File: src/rtl/cache_rsp_sched_if.sv
// ----------------------------------------------------------------------------
// cache_rsp_sched_if: bank-queue heads, pop strobes and registered grant bus
// Rev 1.0
// ----------------------------------------------------------------------------
`default_nettype none

interface cache_rsp_sched_if #(
  parameter int NUM_BANKS   = 4,
  parameter int NUM_REQS    = 4,
  parameter int TAG_ID_BITS = 2,
  parameter int PERF_WIDTH  = 16
);
  localparam int TAG_W = (TAG_ID_BITS > 0) ? TAG_ID_BITS : 1;

  logic [NUM_BANKS-1:0]          per_bank_valid;
  logic [NUM_BANKS*TAG_W-1:0]    per_bank_tag_id;
  logic [NUM_BANKS*NUM_REQS-1:0] per_bank_lmask;
  logic [NUM_BANKS-1:0]          per_bank_ready;
  logic                          sel_valid;
  logic [NUM_BANKS-1:0]          sel_bank_mask;
  logic [NUM_REQS-1:0]           sel_lane_mask;
  logic [TAG_W-1:0]              sel_tag_id;
  logic                          sel_ready;
  logic [PERF_WIDTH-1:0]         perf_conflicts;

  // The bank queues and merge stage drive the master side; the scheduler is the slave.
  modport master (
    output per_bank_valid, per_bank_tag_id, per_bank_lmask, sel_ready,
    input  per_bank_ready, sel_valid, sel_bank_mask, sel_lane_mask, sel_tag_id, perf_conflicts
  );

  modport slave (
    input  per_bank_valid, per_bank_tag_id, per_bank_lmask, sel_ready,
    output per_bank_ready, sel_valid, sel_bank_mask, sel_lane_mask, sel_tag_id, perf_conflicts
  );
endinterface

`default_nettype wire

File: src/rtl/cache_rsp_sched.sv
// ----------------------------------------------------------------------------
// cache_rsp_sched: round-robin tag-group grant ahead of the core-response merge
// Rev 1.0
// ----------------------------------------------------------------------------
`default_nettype none

module cache_rsp_sched #(
  parameter int NUM_BANKS   = 4,
  parameter int NUM_REQS    = 4,
  parameter int TAG_ID_BITS = 2,
  parameter int PERF_WIDTH  = 16
) (
  input  wire logic        clk,
  input  wire logic        reset,
  cache_rsp_sched_if.slave bus
);
  localparam int TAG_W = (TAG_ID_BITS > 0) ? TAG_ID_BITS : 1;
  localparam int PTR_W = $clog2(NUM_BANKS);
  localparam int CNT_W = $clog2(NUM_BANKS + 1);
  localparam int SUM_W = ((PERF_WIDTH > CNT_W) ? PERF_WIDTH : CNT_W) + 1;

  logic [PTR_W-1:0]      rr_ptr;
  logic [PTR_W-1:0]      leader;
  logic [PTR_W-1:0]      rr_next;
  logic [TAG_W-1:0]      leader_tag;
  logic [NUM_BANKS-1:0]  tag_eq;
  logic [NUM_BANKS-1:0]  included;
  logic [NUM_REQS-1:0]   acc;
  logic [CNT_W-1:0]      conflicts;
  logic [SUM_W-1:0]      perf_sum;
  logic [PERF_WIDTH-1:0] perf_next;
  logic                  any_valid;
  logic                  cap_en;

  assign any_valid = |bus.per_bank_valid;
  assign cap_en    = !bus.sel_valid || bus.sel_ready;

  // Scan backwards so the last hit is the first valid bank in cyclic order from rr_ptr.
  always_comb begin
    int               idx;
    logic [PTR_W-1:0] bi;
    idx    = 0;
    bi     = '0;
    leader = '0;
    for (int k = NUM_BANKS - 1; k >= 0; k--) begin
      idx = int'(rr_ptr) + k;
      if (idx >= NUM_BANKS) idx = idx - NUM_BANKS;
      bi = PTR_W'(idx);
      if (bus.per_bank_valid[bi]) leader = bi;
    end
  end

  assign leader_tag = (TAG_ID_BITS == 0) ? '0 : bus.per_bank_tag_id[int'(leader)*TAG_W +: TAG_W];

  for (genvar i = 0; i < NUM_BANKS; i++) begin : g_tag_eq
    if (TAG_ID_BITS == 0) begin : g_any
      assign tag_eq[i] = 1'b1;
    end else begin : g_cmp
      assign tag_eq[i] = (bus.per_bank_tag_id[i*TAG_W +: TAG_W] == leader_tag);
    end
  end

  // The leader is visited first with acc empty, so it always joins the group.
  always_comb begin
    int               idx;
    logic [PTR_W-1:0] bi;
    idx       = 0;
    bi        = '0;
    acc       = '0;
    included  = '0;
    conflicts = '0;
    for (int k = 0; k < NUM_BANKS; k++) begin
      idx = int'(leader) + k;
      if (idx >= NUM_BANKS) idx = idx - NUM_BANKS;
      bi = PTR_W'(idx);
      if (bus.per_bank_valid[bi] && tag_eq[bi]) begin
        if ((bus.per_bank_lmask[idx*NUM_REQS +: NUM_REQS] & acc) == '0) begin
          included[bi] = 1'b1;
          acc          = acc | bus.per_bank_lmask[idx*NUM_REQS +: NUM_REQS];
        end else begin
          conflicts = conflicts + CNT_W'(1);
        end
      end
    end
  end

  assign bus.per_bank_ready = (reset && cap_en) ? included : '0;

  assign rr_next   = (leader == PTR_W'(NUM_BANKS - 1)) ? '0 : leader + PTR_W'(1);
  assign perf_sum  = SUM_W'(bus.perf_conflicts) + SUM_W'(conflicts);
  assign perf_next = (perf_sum > SUM_W'({PERF_WIDTH{1'b1}})) ? '1 : perf_sum[PERF_WIDTH-1:0];

  always_ff @(posedge clk) begin
    if (!reset) begin
      bus.sel_valid      <= 1'b0;
      bus.sel_bank_mask  <= '0;
      bus.sel_lane_mask  <= '0;
      bus.sel_tag_id     <= '0;
      bus.perf_conflicts <= '0;
      rr_ptr             <= '0;
    end else if (cap_en) begin
      bus.sel_valid <= any_valid;
      if (any_valid) begin
        bus.sel_bank_mask  <= included;
        bus.sel_lane_mask  <= acc;
        bus.sel_tag_id     <= leader_tag;
        bus.perf_conflicts <= perf_next;
        rr_ptr             <= rr_next;
      end
    end
  end
endmodule

`default_nettype wire

File: src/flat_wrapper.sv
// flat-port wrapper written by rule: the top's interface ports become plain ports
module cache_rsp_sched_flat 
#(
  parameter int NUM_BANKS   = 4,
  parameter int NUM_REQS    = 4,
  parameter int TAG_ID_BITS = 2,
  parameter int PERF_WIDTH  = 16
)
  (clk, reset, bus_per_bank_valid, bus_per_bank_tag_id, bus_per_bank_lmask, bus_sel_ready, bus_per_bank_ready, bus_sel_valid, bus_sel_bank_mask, bus_sel_lane_mask, bus_sel_tag_id, bus_perf_conflicts);
  cache_rsp_sched_if #(.NUM_BANKS(NUM_BANKS), .NUM_REQS(NUM_REQS), .TAG_ID_BITS(TAG_ID_BITS), .PERF_WIDTH(PERF_WIDTH)) bus_i ();
  input  wire logic clk;
  input  wire logic reset;
  input wire logic [$bits(bus_i.per_bank_valid)-1:0] bus_per_bank_valid;
  input wire logic [$bits(bus_i.per_bank_tag_id)-1:0] bus_per_bank_tag_id;
  input wire logic [$bits(bus_i.per_bank_lmask)-1:0] bus_per_bank_lmask;
  input wire logic [$bits(bus_i.sel_ready)-1:0] bus_sel_ready;
  output wire logic [$bits(bus_i.per_bank_ready)-1:0] bus_per_bank_ready;
  output wire logic [$bits(bus_i.sel_valid)-1:0] bus_sel_valid;
  output wire logic [$bits(bus_i.sel_bank_mask)-1:0] bus_sel_bank_mask;
  output wire logic [$bits(bus_i.sel_lane_mask)-1:0] bus_sel_lane_mask;
  output wire logic [$bits(bus_i.sel_tag_id)-1:0] bus_sel_tag_id;
  output wire logic [$bits(bus_i.perf_conflicts)-1:0] bus_perf_conflicts;
  assign bus_i.per_bank_valid = bus_per_bank_valid;
  assign bus_i.per_bank_tag_id = bus_per_bank_tag_id;
  assign bus_i.per_bank_lmask = bus_per_bank_lmask;
  assign bus_i.sel_ready = bus_sel_ready;
  assign bus_per_bank_ready = bus_i.per_bank_ready;
  assign bus_sel_valid = bus_i.sel_valid;
  assign bus_sel_bank_mask = bus_i.sel_bank_mask;
  assign bus_sel_lane_mask = bus_i.sel_lane_mask;
  assign bus_sel_tag_id = bus_i.sel_tag_id;
  assign bus_perf_conflicts = bus_i.perf_conflicts;
  cache_rsp_sched #(.NUM_BANKS(NUM_BANKS), .NUM_REQS(NUM_REQS), .TAG_ID_BITS(TAG_ID_BITS), .PERF_WIDTH(PERF_WIDTH)) u_core (.clk(clk), .reset(reset), .bus(bus_i));
endmodule
File: config.mk
export PLATFORM = sky130hd
export DESIGN_NAME = cache_rsp_sched_flat
export DESIGN_NICKNAME = d
export VERILOG_FILES = /design/src/rtl/cache_rsp_sched_if.sv /design/src/rtl/cache_rsp_sched.sv /design/src/flat_wrapper.sv
export SDC_FILE = /design/constraint.sdc
export NUM_CORES = 1
export LEC_CHECK = 0
export CAP_MARGIN = 20
export CORE_UTILIZATION = 35
export CTS_CLUSTER_DIAMETER = 60
export DETAILED_ROUTE_END_ITERATION = 6
export GPL_TIMING_DRIVEN = 0
export SLEW_MARGIN = 20
export SYNTH_ARGS = -nofsm -noshare
export SYNTH_HDL_FRONTEND = slang
export SYNTH_SLANG_ARGS = --single-unit
File: constraint.sdc
create_clock -name clk -period 12.2 [get_ports clk]
set_clock_uncertainty 0.05 [all_clocks]
set_input_delay 1.83 -clock clk [delete_from_list [all_inputs] [get_ports clk]]
set_output_delay 1.83 -clock clk [all_outputs]
set_load 0.05 [all_outputs]
* Word-level counts from Yosys, hierarchy flattened *
Cells that the tools add are included.

storage, ports and cells
  bits in registers = 29
  latch bits = 0
  memory bits (writable) = 0
  bits in read-only memories = 0
  bits of input ports = 31
  output and inout bits = 31
  word-level logic and storage cells = 147
  memories = 0

cells by class
  add/sub/neg operators = 18
  $mul = 0
  div/mod/pow operators = 0
  magnitude comparators = 21
  equal/unequal tests = 5
  shift operators = 5
  muxes and demuxes = 67
  bitwise gates (word level) = 9
  reduce and logical (&&, ||, !) cells = 16

operator list
  kind                     number
  $shiftx A16 B32 Y4       4
  $mux W30                 4
  $ge A32 B4 Y1 const B    3
  $sub A30 B4 Y30 const B  3
  $mux W4                  15
  $bmux W1 S2              12
  $lt A2 B3 Y1 const B     8
  $or A4 B4 Y4             6
  $mux W2                  9
  $add A16 B3 Y17          1
  $gt A17 B16 Y1 const B   1
  $mux W1                  17
  $mux W16                 1
  $mux W3                  5
  $add A2 B2 Y3 const B    4
  $and A4 B4 Y4            3
  $logic_not A4 Y1         3
  $ge A3 B3 Y1 const B     3
  $logic_and A1 B1 Y1      9
  $demux W1 S2             4
  $eq A2 B2 Y1             4
  $ge A2 B1 Y1 const B     4
  $shiftx A8 B4 Y2         1
  $sub A2 B1 Y2 const B    4
  10 further kinds         13

* Longest topological paths before layout *
Gate-level depths: netlist of the first run.

  word-level depth = 30
  depth in mapped cells = 28
  mapped depth without buffers = 26

* Worst setup path before layout of the first run *
Ideal clock, no wire load.

  path kind = input to output
  start = in bus_per_bank_valid[1]
  end = out bus_per_bank_ready[0]
  arrival time = 5902 ps
  setup slack = 4418 ps
  cell stages on the path = 13
  buffers on the path = 3
  cell sequence = or3b_1 o221a_2 buf_6 clkbuf_1 ha_1 clkbuf_1 inv_1 mux4_2 and2_1 a221o_1 a2111oi_4 nand3_1 a21oi_1

on the way
  word-level cells in the longest chain between the ends = 25
  elaborated cells between the ends (all ways) = 100
  classes of those cells = 7 x add/sub; 12 x order compare; 4 x eq/ne; 5 x shift; 53 x mux; 8 x bitwise; 11 x reduce/logical

ends and longest elaborated chain
  item                                                      line                   text
  start, declared                                           flat_wrapper.sv:13     input wire logic [$bits(bus_i.per_bank_valid)-1:0] bus_per_bank_valid;
  branches (longest 23 deep; another with $sub A30 B4 Y30)  -
  $mux W4 *                                                 cache_rsp_sched.sv:76  if (bus.per_bank_valid[bi] && tag_eq[bi]) begin
  $mux W4 *                                                 cache_rsp_sched.sv:87  assign bus.per_bank_ready = (reset && cap_en) ? included : '0;
  end, declared                                             flat_wrapper.sv:17     output wire logic [$bits(bus_i.per_bank_ready)-1:0] bus_per_bank_ready;

Every way passes the cells marked *. The select of a mux whose other input is x is not followed.

* Worst setup path in the final report of the first run *
  start = in bus_per_bank_valid[0]
  end = out bus_per_bank_ready[3]

Same word-level chain as after synthesis.

==> results.cfg, run 1 <==
[status]
status = finished, final reports clean

[worst_setup_path]
rr_worst_depth = 27
r2r_end = u_core.bus.perf_conflicts[7]
crit_required_ns = 10.32
start_kind = input pin
regToRegSetupSlack_ns = 4.81
crit_type = input pin to output port
r2r_start = u_core.rr_ptr[1]
worst-path-max-fanout = 13
worstSetupStartpoint = bus_per_bank_valid[0]
cp_data_arrival_time_ns = 7.81
cp-end-kind = output port
crit_path_end = bus_per_bank_ready[3]

[sta]
min_period_over_period_pct = 79.4
setup_viol_count_final = 0
finalWorstSetupSlack_ns = 2.51
fmax_mhz = 103
hold_viol_final = 0
fin_crit_ns = 9.69
slew_headroom_pct = 38.9
final-max-slew-violation-count = 0
worst_pin_slew_ns = 0.909
rsz0062_at_grt = false
fin_tns_setup_ns = 0

[clock_tree]
postCtsSetupBuffers = 0
clock_path_buffers = 2
cts_resized = 0
clk_latency_ns = 0.29
cts_hold_buf = 0
cts_tree = done
clock_sink_count = 29
clkTransAtPathRegs_ns = 0.06
htree_levels = 2
cts_buffers = 5
cts-root-buf = clkbuf_8

[grt]
grt_pass1_vias = 2999
grt_max_degree = 14
antenna_found_initial = 0
track_usage_pct = 22.1
gr-total-overflow = 0
grt_pass1_wl_um = 15400

[die]
initial_core_util_pct = 35.9
die_h_um = 93.6
io_pins = 62
core_sq_um = 8180
die-area_sq_um = 8760
die_x_um = 93.6
rows = 33

[yosys]
syn_area_sq_um = 2940
synth_top_area_share_pct = 19.8
synth.most_common_cell = nand3_1
netlist-cell-type-count = 66
ys_seq_elements = 29
synth_edf_count = 0
yosysWarnings = 0
syn_inst = 377
synth_top_flop_cell = dfxtp_1
ys_top_cells_by_area = dfxtp_1 (20%), nand3_1 (7.2%), mux2i_1 (5.8%), ha_1 (5.5%), nand2_1 (5.1%)
yosysSeqAreaShare_pct = 19.8
syn_nets = 422
synth_top_cell_by_area = dfxtp_1
syn_area_per_cell_sq_um = 7.79
async_flop_share_pct = 0
synth_common_cells = nand3_1 (42), nand2_1 (40), dfxtp_1 (29), a21oi_1 (28), o21ai_0 (26)

[drt]
wl_per_cell_um = 16.8
dr.pass1.iters = 6
drt_iter0_markers = 348
drtAntennaViolNets = 0
vias = 3307
drc = 0
drt_wl_total_um = 9240
via_per_inst = 6.00

[placed_design]
gp_congestion = 0.916
io_buffer_count = 61
place_ws_ns = 2.74
dp_hpwl_um = 6930

[power_and_ir_drop]
swShare_pct = 48.2
comb_power_share_pct = 64.1
switching_power_uw = 302
leakagePower_nw = 1.41
seq_power_share_pct = 18.9
powerDensity_nw_per_um2 = 165
ir_worst_vdd_v = 0.0000608
clock_power_share_pct = 17.0
internal_power_uw = 324

[cells_and_area]
fillers = 825
seq_area_sq_um = 581
nNetsFinal = 490
syn_to_final_growth_pct = 29.2
insertedDiodeCount = 0
drive_gt1_share_pct = 6.95
multi_input_area_sq_um = 2230

[min_path]
min-delay-path-class = flip-flop to flip-flop

[flow_run]
maxCapViolations = 0
==> routing by layer <==
metal  part of all wire, %  global-route usage (%)  up-vias
li1                      -                       -     1591
met1                    47                    32.1     1555
met2                    44                    33.6      154
met3                   8.6                    3.90        7
met4                  0.82                    5.38        0
met5                     0                       0        -
==> power by group through the flow <==
stage	clock network, mW	registers (mW)	logic [mW]
after detailed placement	0	0.120	0.394
after global placement	0	0.120	0.392
after CTS	0.109	0.118	0.396
after floorplan	0	0.160	0.247
final	0.107	0.118	0.401
after global routing	0.112	0.120	0.432
==> kinds of logic (layout without fill, tap and decap cells) <==
group	after synthesis	count (layout)	synth area share (%)
XOR/XNOR	14	14	4.18
buffers and inverters	27	96	4.18
AND/OR/NAND/NOR	146	146	24.5
flip-flops	29	29	19.8
AO/OA/AOI/OAI	121	121	29.9
adder cells (fa/ha/maj)	14	14	6.22
multiplexers	26	26	11.3
==> cell usage in the layout, fill, tap and decap left out, drive strengths merged, types with 4 or more instances in the layout <==
master	synthesis	routed
mux2i	18	18
clkbuf	10	17
buf	7	7
a21o	4	4
nand4	5	5
inv	8	8
a211oi	12	12
clkdlybuf4s50	0	61
o21ai	26	26
nand3	42	42
nand2	40	40
a221oi	8	8
and2	5	5
a31oi	6	6
mux4	5	5
nor2	17	17
a21oi	28	28
a222oi	5	5
nor3	11	11
xor2	8	8
o22ai	5	5
xnor2	6	6
dfxtp	29	29
nor2b	9	9
ha	13	13
==> area by class of cell <==
type                    count  area share [%]
inverters                  10            1.12
plain buffers              17            2.11
clock inverters             1           0.792
clock buffers               7            2.28
repair buffers             61            16.1
well taps                 105            3.46
multi-input cells         321            58.8
flip-flops and latches     29            15.3
==> critical path, stage by stage <==
cell	delay, ns
clkdlybuf4s50_1	0.62
nand2_1	0.13
a221oi_2	0.55
nor2_1	0.14
clkbuf_1	0.35
ha_1	0.52
clkbuf_1	0.47
mux2i_1	0.15
a211oi_1	0.59
nand3_1	0.14
and4_1	0.27
o211a_4	0.26
a211oi_2	0.56
a222oi_1	0.20
a21oi_1	0.21
clkdlybuf4s50_1	0.82
==> how the worst min path moves through the flow <==
stage | slack (ns) | cells past startpoint | endpoint | start
final | 0.41 | 2 | u_core.bus.sel_tag_id[0] | u_core.bus.sel_tag_id[0]
after CTS | 0.42 | 2 | u_core.bus.sel_tag_id[0] | u_core.bus.sel_tag_id[0]
after detailed placement | 0.41 | 2 | u_core.bus.sel_tag_id[0] | u_core.bus.sel_tag_id[0]
after global placement | 0.40 | 2 | u_core.bus.sel_tag_id[1] | u_core.bus.sel_tag_id[1]
after floorplan | 0.45 | 2 | u_core.rr_ptr[1] | u_core.rr_ptr[1]
after global routing | 0.44 | 2 | u_core.bus.sel_tag_id[0] | u_core.bus.sel_tag_id[0]
==> sequential cells by signal, summed over array words and instances, names as in the netlist <==
name                       flops
u_core.bus.perf_conflicts     16
u_core.bus.sel_bank_mask       4
u_core.bus.sel_lane_mask       4
u_core.bus.sel_tag_id          2
u_core.rr_ptr                  2
u_core.bus.sel_valid           1
==> through the flow <==
step | instance area (sq um) | power [mW] | hold WS, ns | util, % | cells
floorplan | 2940 | 0.407 | 0.446 | - | 377
global placement | 3680 | 0.512 | 0.402 | 45.0 | 543
detailed placement | 3680 | 0.515 | 0.407 | 45.0 | 543
CTS | 3790 | 0.623 | 0.417 | 46.4 | 551
global route | 3790 | 0.665 | 0.437 | 46.4 | 551
finish | 3790 | 0.626 | 0.410 | 46.4 | 551
No activity file was read; power rests on OpenSTA's default activity.
==> run 2: changes to the inputs <==
==> constraint.sdc (replaced) <==
create_clock -name clk -period 8.5 [get_ports clk]
set_clock_uncertainty 0.05 [all_clocks]
set_input_delay 1.275 -clock clk [delete_from_list [all_inputs] [get_ports clk]]
set_output_delay 1.275 -clock clk [all_outputs]
set_load 0.05 [all_outputs]
==> results.cfg, run 2 (same netlist as run 1, synthesis figures left out) <==
[status]
status = complete, but fails checks
violations = DRC

[cells_and_area]
drive_gt1_share_pct = 7.85
multi_input_area_sq_um = 2250
seq_area_sq_um = 581
regMostFlops = u_core.bus.perf_conflicts
final_common_cell = clkdlybuf4s50_1
reg_top3 = u_core.bus.perf_conflicts x16, u_core.bus.sel_bank_mask x4, u_core.bus.sel_lane_mask x4
insertedDiodeCount = 0
fillers = 820
final_util_pct = 46.6
largest_reg_flops = 16
nNetsFinal = 490
final_cell_mix = clkdlybuf4s50_1 (61), nand3_1 (42), nand2_1 (40), dfxtp_1 (29), a21oi_1 (28)
syn_to_final_growth_pct = 29.9

[clock_tree]
cts_tree = done
clock_path_buffers = 2
cts-root-buf = clkbuf_8
clk_latency_ns = 0.29
clock_sink_count = 29
clkTransAtPathRegs_ns = 0.06
postCtsSetupBuffers = 0
htree_levels = 2
cts_buffers = 5
cts_hold_buf = 0

[sta]
min_period_over_period_pct = 94.2
hold_ws_ns = 0.410
final-max-slew-violation-count = 0
rsz0062_at_grt = false
finalWorstSetupSlack_ns = 0.495
setup_viol_count_final = 0
slew_headroom_pct = 35.8
fmax_mhz = 125
fin_crit_ns = 8.01
hold_viol_final = 0
worst_pin_slew_ns = 0.956

[grt]
antenna_found_initial = 0
grt_pass1_vias = 2999
grt_pass1_wl_um = 15400
gr-total-overflow = 0
track_usage_pct = 22.1
grt_max_degree = 14

[placed_design]
io_buffer_count = 61
place_ws_ns = -0.143
gp_congestion = 0.916
dp_hpwl_um = 6930

[worst_setup_path]
crit_path_end = bus_per_bank_ready[3]
regToRegSetupSlack_ns = 1.71
crit_type = input pin to output port
r2r_start = u_core.rr_ptr[1]
r2r_end = u_core.bus.perf_conflicts[7]
start_kind = input pin
cp_data_arrival_time_ns = 6.68
rr_worst_depth = 27
crit_required_ns = 7.17
cp-end-kind = output port
worst-path-max-fanout = 13
worstSetupStartpoint = bus_per_bank_valid[2]

[drt]
wl_met1_um = 4380
vias = 3316
drtAntennaViolNets = 0
drc = 7
drt_iter0_markers = 310
dr.pass1.iters = 7
wl_met2_um = 4030
highest_layer = met4
wl_met3_um = 764
drt_wl_total_um = 9240
wl_per_cell_um = 16.8
via_per_inst = 6.02

[die]
io_pins = 62
rows = 33
die-area_sq_um = 8760
die_h_um = 93.6
die_x_um = 93.6
initial_core_util_pct = 35.9
core_sq_um = 8180

[power_and_ir_drop]
leakagePower_nw = 1.42
ir_worst_vdd_v = 0.0000839
powerDensity_nw_per_um2 = 237

[flow_run]
maxCapViolations = 0

[min_path]
min-delay-path-class = flip-flop to flip-flop
-- run 2: layout make-up --
| type | count | area share (%) |
|---|---|---|
| Buffer | 17 | 2.20 |
| Clock buffer | 7 | 2.26 |
| Clock inverter | 1 | 0.787 |
| Inverter | 10 | 1.12 |
| Multi-Input combinational cell | 321 | 59.0 |
| Sequential cell | 29 | 15.2 |
| Tap cell | 105 | 3.44 |
| Timing Repair Buffer | 61 | 16.0 |
-- run 2: how the worst min path moves through the flow --
stage | start | end | slack (ns) | cells after the start
floorplan | u_core.rr_ptr[1] | u_core.rr_ptr[1] | 0.45 | 2
global placement | u_core.bus.sel_tag_id[1] | u_core.bus.sel_tag_id[1] | 0.40 | 2
detailed placement | u_core.bus.sel_tag_id[0] | u_core.bus.sel_tag_id[0] | 0.41 | 2
CTS | u_core.bus.sel_tag_id[0] | u_core.bus.sel_tag_id[0] | 0.42 | 2
global route | u_core.bus.sel_tag_id[0] | u_core.bus.sel_tag_id[0] | 0.44 | 2
finish | u_core.bus.sel_tag_id[0] | u_core.bus.sel_tag_id[0] | 0.41 | 2
-- run 2: timing repair --
item | CTS | global route
gates resized for setup | 0 | 8
endpoints found under the setup margin | 0 | 20
endpoints found under the hold margin | 0 | 0
-- run 2: layer usage --
| metal | track usage, % | vias up |
|---|---|---|
| li1 | - | 1594 |
| met1 | 32.1 | 1553 |
| met2 | 33.6 | 162 |
| met3 | 3.90 | 7 |
| met4 | 5.38 | 0 |
| met5 | 0 | - |
-- run 2: power breakdown --
group,switching [mW],internal [mW],total (mW)
logic,0.362,0.216,0.579
clock network,0.0585,0.0955,0.154
registers,0.0144,0.155,0.170
total,0.435,0.467,0.903
-- run 2: through the flow --
stage	area [sq um]	power (mW)	cells	TNS, ns
floorplan	2940	0.584	377	0
global route	3810	0.959	551	0
CTS	3790	0.894	551	0
detailed placement	3680	0.739	543	-0.259
global placement	3680	0.735	543	-0.0786
finish	3810	0.903	551	0
-- run 2: worst max-delay path, stage by stage --
cell and delay (ns):
clkdlybuf4s50_1 0.56, nor2b_1 0.24, a221oi_4 0.42, nor2_1 0.12, clkbuf_2 0.28, ha_1 0.49
clkbuf_2 0.31, mux2i_1 0.11, a211oi_1 0.48, nand3_1 0.13, and4_1 0.21, o211a_4 0.26
a211oi_2 0.56, a222oi_1 0.20, a21oi_1 0.21, clkdlybuf4s50_1 0.82
==> run 3: changes to the inputs <==
==> constraint.sdc (replaced) <==
create_clock -name clk -period 8.4 [get_ports clk]
set_clock_uncertainty 0.05 [all_clocks]
set_input_delay 1.26 -clock clk [delete_from_list [all_inputs] [get_ports clk]]
set_output_delay 1.26 -clock clk [all_outputs]
set_load 0.05 [all_outputs]
==> results of run 3 <==
Same layout as run 2 (identical final DEF). Status: complete, but fails checks: DRC.
Among the figures that moved: setup slack after placement -0.143 ns -> -0.228 ns; setup slack after layout 0.495 ns -> 0.425 ns; register-to-register setup slack 1.71 ns -> 1.61 ns; total power 0.903 mW -> 0.913 mW; worst IR drop on VDD 0.0000839 V -> 0.0000849 V
